==> src/rtl/mvd_cand_sched.sv <==
// mvd_cand_sched: shares one mvd_getBits datapath across AMVP candidates and keeps the cheapest valid one
module mvd_cand_sched #(
    parameter int FMV_WIDTH = 10,
    parameter int MVD_WIDTH = 11,
    parameter int CAND_NUM  = 2,
    parameter int IDX_WIDTH = 1
) (
    input  logic                            clk,
    input  logic                            rst_n,
    input  logic                            start_i,
    input  logic [2*FMV_WIDTH-1:0]          mv_i,
    input  logic [CAND_NUM*2*FMV_WIDTH-1:0] mvp_cand_i,
    input  logic [CAND_NUM-1:0]             cand_valid_i,
    output logic [2*FMV_WIDTH-1:0]          dp_mv_o,
    output logic [2*FMV_WIDTH-1:0]          dp_mvp_o,
    input  logic [6:0]                      dp_bits_i,
    input  logic [2*MVD_WIDTH-1:0]          dp_mvd_i,
    output logic                            busy_o,
    output logic                            done_o,
    output logic [IDX_WIDTH-1:0]            best_idx_o,
    output logic [6:0]                      best_bits_o,
    output logic [2*MVD_WIDTH-1:0]          best_mvd_o,
    output logic                            no_cand_o
);
    localparam logic [1:0] IDLE = 2'd0, EVAL = 2'd1, DONE = 2'd2;
    localparam int MW = 2 * FMV_WIDTH;
    logic [1:0]                 state;
    logic [IDX_WIDTH-1:0]       cand_cnt;
    logic [CAND_NUM*MW-1:0]     cand_q;
    logic [CAND_NUM-1:0]        valid_q;
    logic [6:0]                 wk_bits, bits_n;
    logic [IDX_WIDTH-1:0]       wk_idx, idx_n;
    logic [2*MVD_WIDTH-1:0]     wk_mvd, mvd_n;
    logic                       found, found_n, upd, last, accept;
    assign busy_o = state == EVAL;
    assign done_o = state == DONE;
    always_comb begin
        accept  = start_i && state != EVAL;
        last    = cand_cnt == IDX_WIDTH'(CAND_NUM - 1);
        upd     = valid_q[cand_cnt] && dp_bits_i < wk_bits;
        bits_n  = upd ? dp_bits_i : wk_bits;
        idx_n   = upd ? cand_cnt : wk_idx;
        mvd_n   = upd ? dp_mvd_i : wk_mvd;
        found_n = found | upd;
    end
    // dp_mv_o doubles as the latched request MV; dp_mvp_o is preloaded one candidate ahead
    always_ff @(posedge clk or negedge rst_n) begin
        if (!rst_n) begin
            state       <= IDLE;
            cand_cnt    <= '0;
            cand_q      <= '0;
            valid_q     <= '0;
            dp_mv_o     <= '0;
            dp_mvp_o    <= '0;
            wk_bits     <= 7'h7F;
            wk_idx      <= '0;
            wk_mvd      <= '0;
            found       <= 1'b0;
            best_idx_o  <= '0;
            best_bits_o <= 7'h7F;
            best_mvd_o  <= '0;
            no_cand_o   <= 1'b0;
        end else if (accept) begin
            state    <= EVAL;
            cand_cnt <= '0;
            cand_q   <= mvp_cand_i;
            valid_q  <= cand_valid_i;
            dp_mv_o  <= mv_i;
            dp_mvp_o <= mvp_cand_i[MW-1:0];
            wk_bits  <= 7'h7F;
            wk_idx   <= '0;
            wk_mvd   <= '0;
            found    <= 1'b0;
        end else if (state == EVAL) begin
            wk_bits <= bits_n;
            wk_idx  <= idx_n;
            wk_mvd  <= mvd_n;
            found   <= found_n;
            if (last) begin
                state       <= DONE;
                best_bits_o <= bits_n;
                best_idx_o  <= idx_n;
                best_mvd_o  <= mvd_n;
                no_cand_o   <= ~found_n;
            end else begin
                cand_cnt <= cand_cnt + 1'b1;
                dp_mvp_o <= cand_q[(int'(cand_cnt) + 1) * MW +: MW];
            end
        end else begin
            state <= IDLE;
        end
    end
endmodule
==> config.mk <==
export PLATFORM = sky130hd
export DESIGN_NAME = mvd_cand_sched
export DESIGN_NICKNAME = d
export VERILOG_FILES = /design/src/rtl/mvd_cand_sched.sv
export SDC_FILE = /design/constraint.sdc
export NUM_CORES = 1
export LEC_CHECK = 0
export ABC_AREA = 1
export CELL_PAD_IN_SITES_DETAIL_PLACEMENT = 1
export CELL_PAD_IN_SITES_GLOBAL_PLACEMENT = 2
export CORE_MARGIN = 5
export CORE_UTILIZATION = 26
export CTS_BUF_LIST = sky130_fd_sc_hd__clkbuf_2
export DETAILED_ROUTE_END_ITERATION = 10
export PLACE_DENSITY_LB_ADDON = 0.1
export SYNTH_ARGS = -nofsm -noshare
export SYNTH_HDL_FRONTEND = slang
export SYNTH_SLANG_ARGS = --single-unit
==> constraint.sdc <==
create_clock -name clk -period 1.58 [get_ports clk]
set_input_delay 0.395 -clock clk [delete_from_list [all_inputs] [get_ports clk]]
set_output_delay 0.395 -clock clk [all_outputs]
set_load 0.05 [all_outputs]
==> impl_metrics.csv, run 1 <==
group,metric,value,unit
status,outcome,"finished with violations",
status,violations,"negative setup slack",
die,die_ar,25000,um2
sta,worst_slack_on_hold_paths,0.223,ns
pwr,power_leakage,4.43,nW
cts,cts_htree_levels,4,
critical_path,r2r_start,"wk_bits[6]$_DFFE_PN1P_",
critical_path,critical_path_peak_fanout,25,
layout,final_layout_size_suffix_gt1_frac,0.365,
sta,slew_headroom,0.643,
route,post_drt_wl_per_cell,17.2,um
die,top_level_ports,167,
critical_path,crit_end_element,"register",
sta,timing.fmax,517,MHz
cts,tritoncts,"done",
critical_path,critPathKind,"register to register",
logic_synthesis,ys_seq_elements,127,
global_routing,number_of_global_route_vias_before_repair,5659,
sta,finalMaxSlewViolations,0,
cts,cts_made_buffers,17,
layout,nNetsFinal,923,
layout,seqCellArea,3200,um2
die,initial_core_util,0.263,
logic_synthesis,synth_top_area_share,0.496,
sta,final_critical_path_setup_slack,-0.355,ns
critical_path,worstPathRequired,2.15,ns
sta,rsz0062_at_grt,"true",
cts,cts_max_path_buffers,2,
die,core.rowCount,54,
logic_synthesis,mappedNetlistArea,5710,um2
cts,cts.sinks,127,
sta,hold_violations,0,
logic_synthesis,synth_area_leaders,"sky130_fd_sc_hd__dfrtp_1, sky130_fd_sc_hd__nand3_1, sky130_fd_sc_hd__nand2_1, sky130_fd_sc_hd__mux2_2, sky130_fd_sc_hd__dfstp_2",
global_routing,grt_start_max_net_pins,89,
critical_path,startpoint_type,"register",
layout,fillCellCount,2362,
cts,cts.reportedPaths.clkPinSlew,0.22,ns
sta,worst-slew-pin-transition,0.535,ns
die,placeable_core_region,21700,um2
critical_path,critical_path_arrival,2.51,ns
route,final_wirelength,19.2,mm
worst_hold_path,hold_path.class,"primary input to asynchronous set/reset pin",
sta,finalSetupViolCount,135,
route,drt_first_iter_violations,155,
global_routing,grtUsageTotal,0.155,
global_routing,grt_antenna_before_repair,2,
sta,fin_crit_sh,1.22,
route,postRouteAntennaNets,0,
cts,clk_latency,0.67,ns
die,floorplan.die.width,158,um
logic_synthesis,post_synth.cell_area_avg,9.28,um2
logic_synthesis,seq_total_area_yosys,0.560,
cts,root_buffer,"sky130_fd_sc_hd__clkbuf_2",
global_routing,grt_overflow,0,
pwr,p_total,0.0239,W
route,via_per_inst,4.52,
sta,post_route_minimum_period,1.93,ns
place,port_buffers,166,
run,maxCapViolations,0,
route,vias,5050,
logic_synthesis,syn-num-nets,715,
layout,footprint_of_the_multi_input_gates,2440,um2
pwr,vdd_ir_drop_max,1.09,mV
critical_path,crit_start,"wk_bits[6]$_DFFE_PN1P_",
logic_synthesis,post-synth-top-area-cell,"sky130_fd_sc_hd__dfrtp_1",
logic_synthesis,yosys_warnings,0,
place,globalplace.congestion,0.760,
logic_synthesis,synth.distinct_cells,20,
pwr,p_per_area,2480,nW/um2
layout,area_growth,69.3,%
route,firstDrtPassIters,4,
global_routing,grt_first_pass_wirelength,30.1,mm
logic_synthesis,syn-instance-count,615,
die,die_h,158,um
sta,final.setup_skew,0.0294,ns
route,drc_errors,0,
layout,post-route-util,0.445,
place,place.detailed.hpwl,12.9,mm
timing repair:
action	CTS	global route
gates cloned	3	3
endpoints found under the setup margin	135	145
hold buffers	1	0
resized for setup	36	41
endpoints found under the hold margin	125	0
buffers inserted	8	5
pin swaps	6	8
synthesized netlist by cell type, drive strengths merged:
cell	number
nand2	138
nand3	122
dfrtp	113
inv	68
mux2	42
nor2	26
o21ai	24
buf	23
a31oi	20
clkbuf	14
dfstp	14
ha	6
a21oi	5
per-layer routing:
layer	track usage	share of wire	vias up
met5	0	0.00068	-
met4	0.0341	0.0064	2
met3	0.0519	0.064	10
met2	0.266	0.51	106
met1	0.191	0.42	2505
li1	-	-	2427
cells in the final DEF (no fill, tap or decap), drive strengths merged, types with 3 or more instances in the layout:
cell type,n
nand3,122
clkbuf,21
nor2,26
mux2,42
clkinv,6
clkdlybuf4s50,92
a21oi,5
buf,130
dfstp,14
a31oi,20
clkinvlp,3
inv,69
nand2,138
o21ai,24
bufinv,4
dfrtp,113
ha,6
critical path, stage by stage, from the launching register on:
cell and delay [ns]:
sky130_fd_sc_hd__dfstp_2 0.59, sky130_fd_sc_hd__inv_2 0.05, sky130_fd_sc_hd__ha_4 0.24, sky130_fd_sc_hd__a21oi_2 0.13, sky130_fd_sc_hd__nand2_2 0.08, sky130_fd_sc_hd__nor2_4 0.20
sky130_fd_sc_hd__buf_12 0.23, sky130_fd_sc_hd__nand3_1 0.13, sky130_fd_sc_hd__nand3_1 0.11, sky130_fd_sc_hd__o21ai_1 0.06
final timing paths:
kind | slack, ns | depth (start not counted) | end
worst max-delay path | -0.35 | 9 | wk_mvd[3]$_DFFE_PN0P_
worst max register to register | -0.35 | 9 | wk_mvd[3]$_DFFE_PN0P_
worst min register to register | 0.50 | 2 | best_bits_o[5]$_DFFE_PN1P_
min in group clk | 0.27 | 3 | dp_mvp_o[15]$_DFFE_PN0P_
worst min-delay path | 0.22 | 3 | dp_mvp_o[15]$_DFFE_PN0P_
max in group asynchronous | 0.82 | 3 | dp_mvp_o[19]$_DFFE_PN0P_
final cells by class:
cell class / count / share of cell area
flip-flops and latches: 127 / 0.331
diodes: 1 / 0.000259
multi-input cells: 383 / 0.253
clock buffers: 18 / 0.00933
well taps: 280 / 0.0363
repair buffers: 226 / 0.323
clock inverters: 14 / 0.0198
inverters: 68 / 0.0270
kinds of logic (layout without fill, tap and decap cells):
logic type | after synthesis | after routing | share of synthesized area
other | 0 | 1 | 0
multiplexers | 42 | 42 | 0.0829
flip-flops | 127 | 127 | 0.560
buffers and inverters | 105 | 326 | 0.0761
adder cells (fa/ha/maj) | 6 | 6 | 0.0132
AO/OA/AOI/OAI | 49 | 49 | 0.0474
AND/OR/NAND/NOR | 286 | 286 | 0.220
power breakdown:
| group | total (W) | switching (W) | internal [W] |
|---|---|---|---|
| clock | 0.00238 | 0.00134 | 0.00105 |
| sequential | 0.00625 | 0.00132 | 0.00493 |
| combinational | 0.0153 | 0.00826 | 0.00703 |
| total | 0.0239 | 0.0109 | 0.0130 |
metrics by stage:
stage | setup TNS, ns | area, um2 | cells | setup WS (ns)
2_1_floorplan | -4.62 | 5860 | 615 | -0.110
3_3_place_gp | -41.33 | 8780 | 1065 | -0.578
3_5_place_dp | -44.53 | 8780 | 1065 | -0.640
4_1_cts | -33.95 | 9350 | 1109 | -0.347
5_1_grt | -40.39 | 9660 | 1117 | -0.432
6_report | -26.59 | 9660 | 1117 | -0.355
registers in the layout, indices dropped and copies added (netlist names):
name / count
wk_bits: 7
cand_q: 20
best_idx_o: 1
no_cand_o: 1
wk_idx: 1
found: 1
wk_mvd: 22
state: 2
dp_mvp_o: 20
dp_mv_o: 20
best_mvd_o: 22
best_bits_o: 7
cand_cnt: 1
valid_q: 2
Power figures use the tool's default switching activity.
==> run 2, diff against run 1 <==
- GPL_ROUTABILITY_DRIVEN: not set -> 0
==> results of run 2 <==
Same layout as run 1: the final DEF is identical, and so are final timing and power.
==> run 3, diff against run 2 <==
- CAP_MARGIN: not set -> 20
- PLACE_DENSITY: not set -> 0.79
- PLACE_DENSITY_LB_ADDON: 0.1 -> not set
==> run 3 against run 2 <==
The flow still finishes with violations (negative setup slack). Final cell count up 0.98%. Global-route usage up 0.26 points. Largest cell class is now non-clock buffers. Flip-flop and latch count unchanged. Worst setup slack worse by 0.0053 ns.
==> impl_metrics.csv, run 3 (synthesis results as in run 1) <==
group,metric,value,unit
status,outcome,"finished with violations",
status,violations,"negative setup slack",
die,top_level_ports,167,
critical_path,delay_of_the_slowest_critical_path_stage,0.61,ns
critical_path,crit_top_cell,"sky130_fd_sc_hd__nand2_4",
route,post_drt_wl_per_cell,18.7,um
route,vias,5257,
layout,final_layout_size_suffix_gt1_frac,0.446,
critical_path,worstPathRequired,2.22,ns
critical_path,crit_end_element,"register",
layout,final_cell_mix,"sky130_fd_sc_hd__dfrtp_1, sky130_fd_sc_hd__clkdlybuf4s50_1, sky130_fd_sc_hd__buf_12",
place,place_inst,1059,
route,final_wirelength,21.1,mm
cts,tritoncts,"done",
route,drc_errors,0,
route,drt_first_iter_violations,143,
cts,cts_made_buffers,17,
critical_path,critPathKind,"register to register",
pwr,p_total,0.0261,W
global_routing,grtUsageTotal,0.158,
sta,hold_violations,0,
critical_path,path_cells,"inv_2, ha_4, a21oi_2, nand2_2, nand2_4, buf_6, nand2_8, buf_8, nand2_4, nand3_1, nand2_1, inv_1",
worst_hold_path,hold_path.class,"primary input to asynchronous set/reset pin",
layout,largest_registers,"best_mvd_o x22, wk_mvd x22",
die,core.rowCount,54,
critical_path,critical_path_arrival,2.58,ns
die,die_h,158,um
sta,final_critical_path_setup_slack,-0.360,ns
global_routing,gr-usage-met3,0.0585,
cts,root_buffer,"sky130_fd_sc_hd__clkbuf_2",
sta,post_route_minimum_period,1.94,ns
global_routing,grt_antenna_before_repair,0,
pwr,vdd_ir_drop_max,1.01,mV
global_routing,grt_first_pass_wirelength,30.6,mm
cts,cts_max_path_buffers,2,
critical_path,critPathSlowestCell,"sky130_fd_sc_hd__dfstp_2",
sta,rsz0062_at_grt,"true",
route,postRouteAntennaNets,0,
die,die_ar,25000,um2
run,maxCapViolations,0,
sta,worst-slew-pin-transition,0.462,ns
global_routing,grt_start_max_net_pins,44,
global_routing,number_of_global_route_vias_before_repair,5653,
die,initial_core_util,0.263,
critical_path,worst_setup_path_endpoint,"wk_bits[6]$_DFFE_PN1P_",
critical_path,reg2reg_to,"wk_bits[6]$_DFFE_PN1P_",
sta,finalSetupViolCount,135,
sta,finalMaxSlewViolations,0,
cts,clk_latency,0.70,ns
critical_path,r2r_start,"wk_bits[2]$_DFFE_PN1P_",
critical_path,startpoint_type,"register",
layout,final_cell_count_without_fillers,1128,
critical_path,crit_start,"wk_bits[2]$_DFFE_PN1P_",
route,via_per_inst,4.66,
die,floorplan.die.width,158,um
global_routing,grt_use_met1,0.190,
sta,final.setup_skew,0.0366,ns
route,firstDrtPassIters,5,
layout,nNetsFinal,935,
cts,cts.reportedPaths.clkPinSlew,0.20,ns
global_routing,grt_overflow,0,
pwr,p_per_area,2530,nW/um2
global_routing,global_route.peak_usage_layer,"met2",
global_routing,grt_use_met2,0.268,
sta,fin_crit_sh,1.23,
cts,cts.sinks,127,
layout,antennaDiodeCount,0,
sta,slew_headroom,0.692,
critical_path,critical_path_peak_fanout,6,
place,port_buffers,166,
layout,final_common_cell,"sky130_fd_sc_hd__dfrtp_1",
critical_path,reg2reg_slack,-0.36,ns
critical_path,worst-r2r-cell-count,12,
pwr,power_leakage,4.67,nW
place,place.detailed.hpwl,12.7,mm
layout,area_growth,81.0,%
cts,cts_htree_levels,4,
sta,timing.fmax,515,MHz
die,placeable_core_region,21700,um2
==> run 3: changes by cell type in the layout (fill, tap and decap cells not counted), sizes merged <==
| cell | before | now |
|---|---|---|
| buf | 130 | 136 |
| clkbuf | 21 | 26 |
| clkinv | 6 | 4 |
| diode | 1 | 0 |
| inv | 69 | 72 |
==> run 3: final cells by class <==
type / instances / area [um2]
fillers: 2310 / 11400
well taps: 280 / 350
clock inverters: 15 / 209
flip-flops and latches: 127 / 3200
clock buffers: 17 / 85.1
repair buffers: 238 / 3390
multi-input cells: 383 / 2830
inverters: 68 / 260
==> run 3: how the worst min path moves through the flow <==
| stage | slack, ns | endpoint | cells past startpoint |
|---|---|---|---|
| floorplan | 0.1 | best_idx_o$_DFFE_PN0P_ | 0 |
| global placement | 0.35 | best_mvd_o[7]$_DFFE_PN0P_ | 1 |
| detailed placement | 0.35 | best_mvd_o[9]$_DFFE_PN0P_ | 1 |
| CTS | 0.1 | dp_mv_o[0]$_DFFE_PN0P_ | 2 |
| global route | 0.13 | best_mvd_o[9]$_DFFE_PN0P_ | 2 |
| finish | 0.18 | best_mvd_o[9]$_DFFE_PN0P_ | 2 |
==> run 3: report_power, final <==
| group | internal, W | leakage (nW) | switching, W | total (W) |
|---|---|---|---|---|
| clock | 0.00106 | 0.162 | 0.00140 | 0.00246 |
| sequential | 0.00493 | 1.52 | 0.00130 | 0.00623 |
| combinational | 0.00807 | 2.99 | 0.00934 | 0.0174 |
==> run 3: repair_timing <==
action / in CTS / in global routing
setup buffers: 16 / 9
resized for setup: 85 / 75
endpoints found under the setup margin: 135 / 158
gates cloned: 5 / 9
hold buffers: 1 / 0
pin swaps: 29 / 26
hold endpoints to repair: 127 / 0
==> run 3: routing by layer <==
layer	routed length (um)	vias up
li1	-	2463
met4	330	0
met1	8350	2617
met2	10700	153
met5	0	-
met3	1670	24
==> run 3: worst max-delay path: cells and delay by family (launching register included) <==
family / cells / cell delay [ns]
simple gates: 6 / 0.51
buf+inv: 4 / 0.38
compound gates: 1 / 0.16
flops: 1 / 0.61
fa+ha+maj: 1 / 0.24
==> run 3: per-stage QoR <==
stage          utilization  hold WS, ns  worst slack, ns  setup TNS [ns]  area (um2)
4_1_cts              0.452       0.0976           -0.380          -36.03        9790
3_3_place_gp         0.405        0.347           -0.565          -45.76        8790
6_report             0.476        0.176           -0.360          -29.60       10300
2_1_floorplan            -       0.0994           -0.110           -4.62        5860
3_5_place_dp         0.405        0.351           -0.614          -48.17        8790
5_1_grt              0.476        0.129           -0.467          -45.00       10300
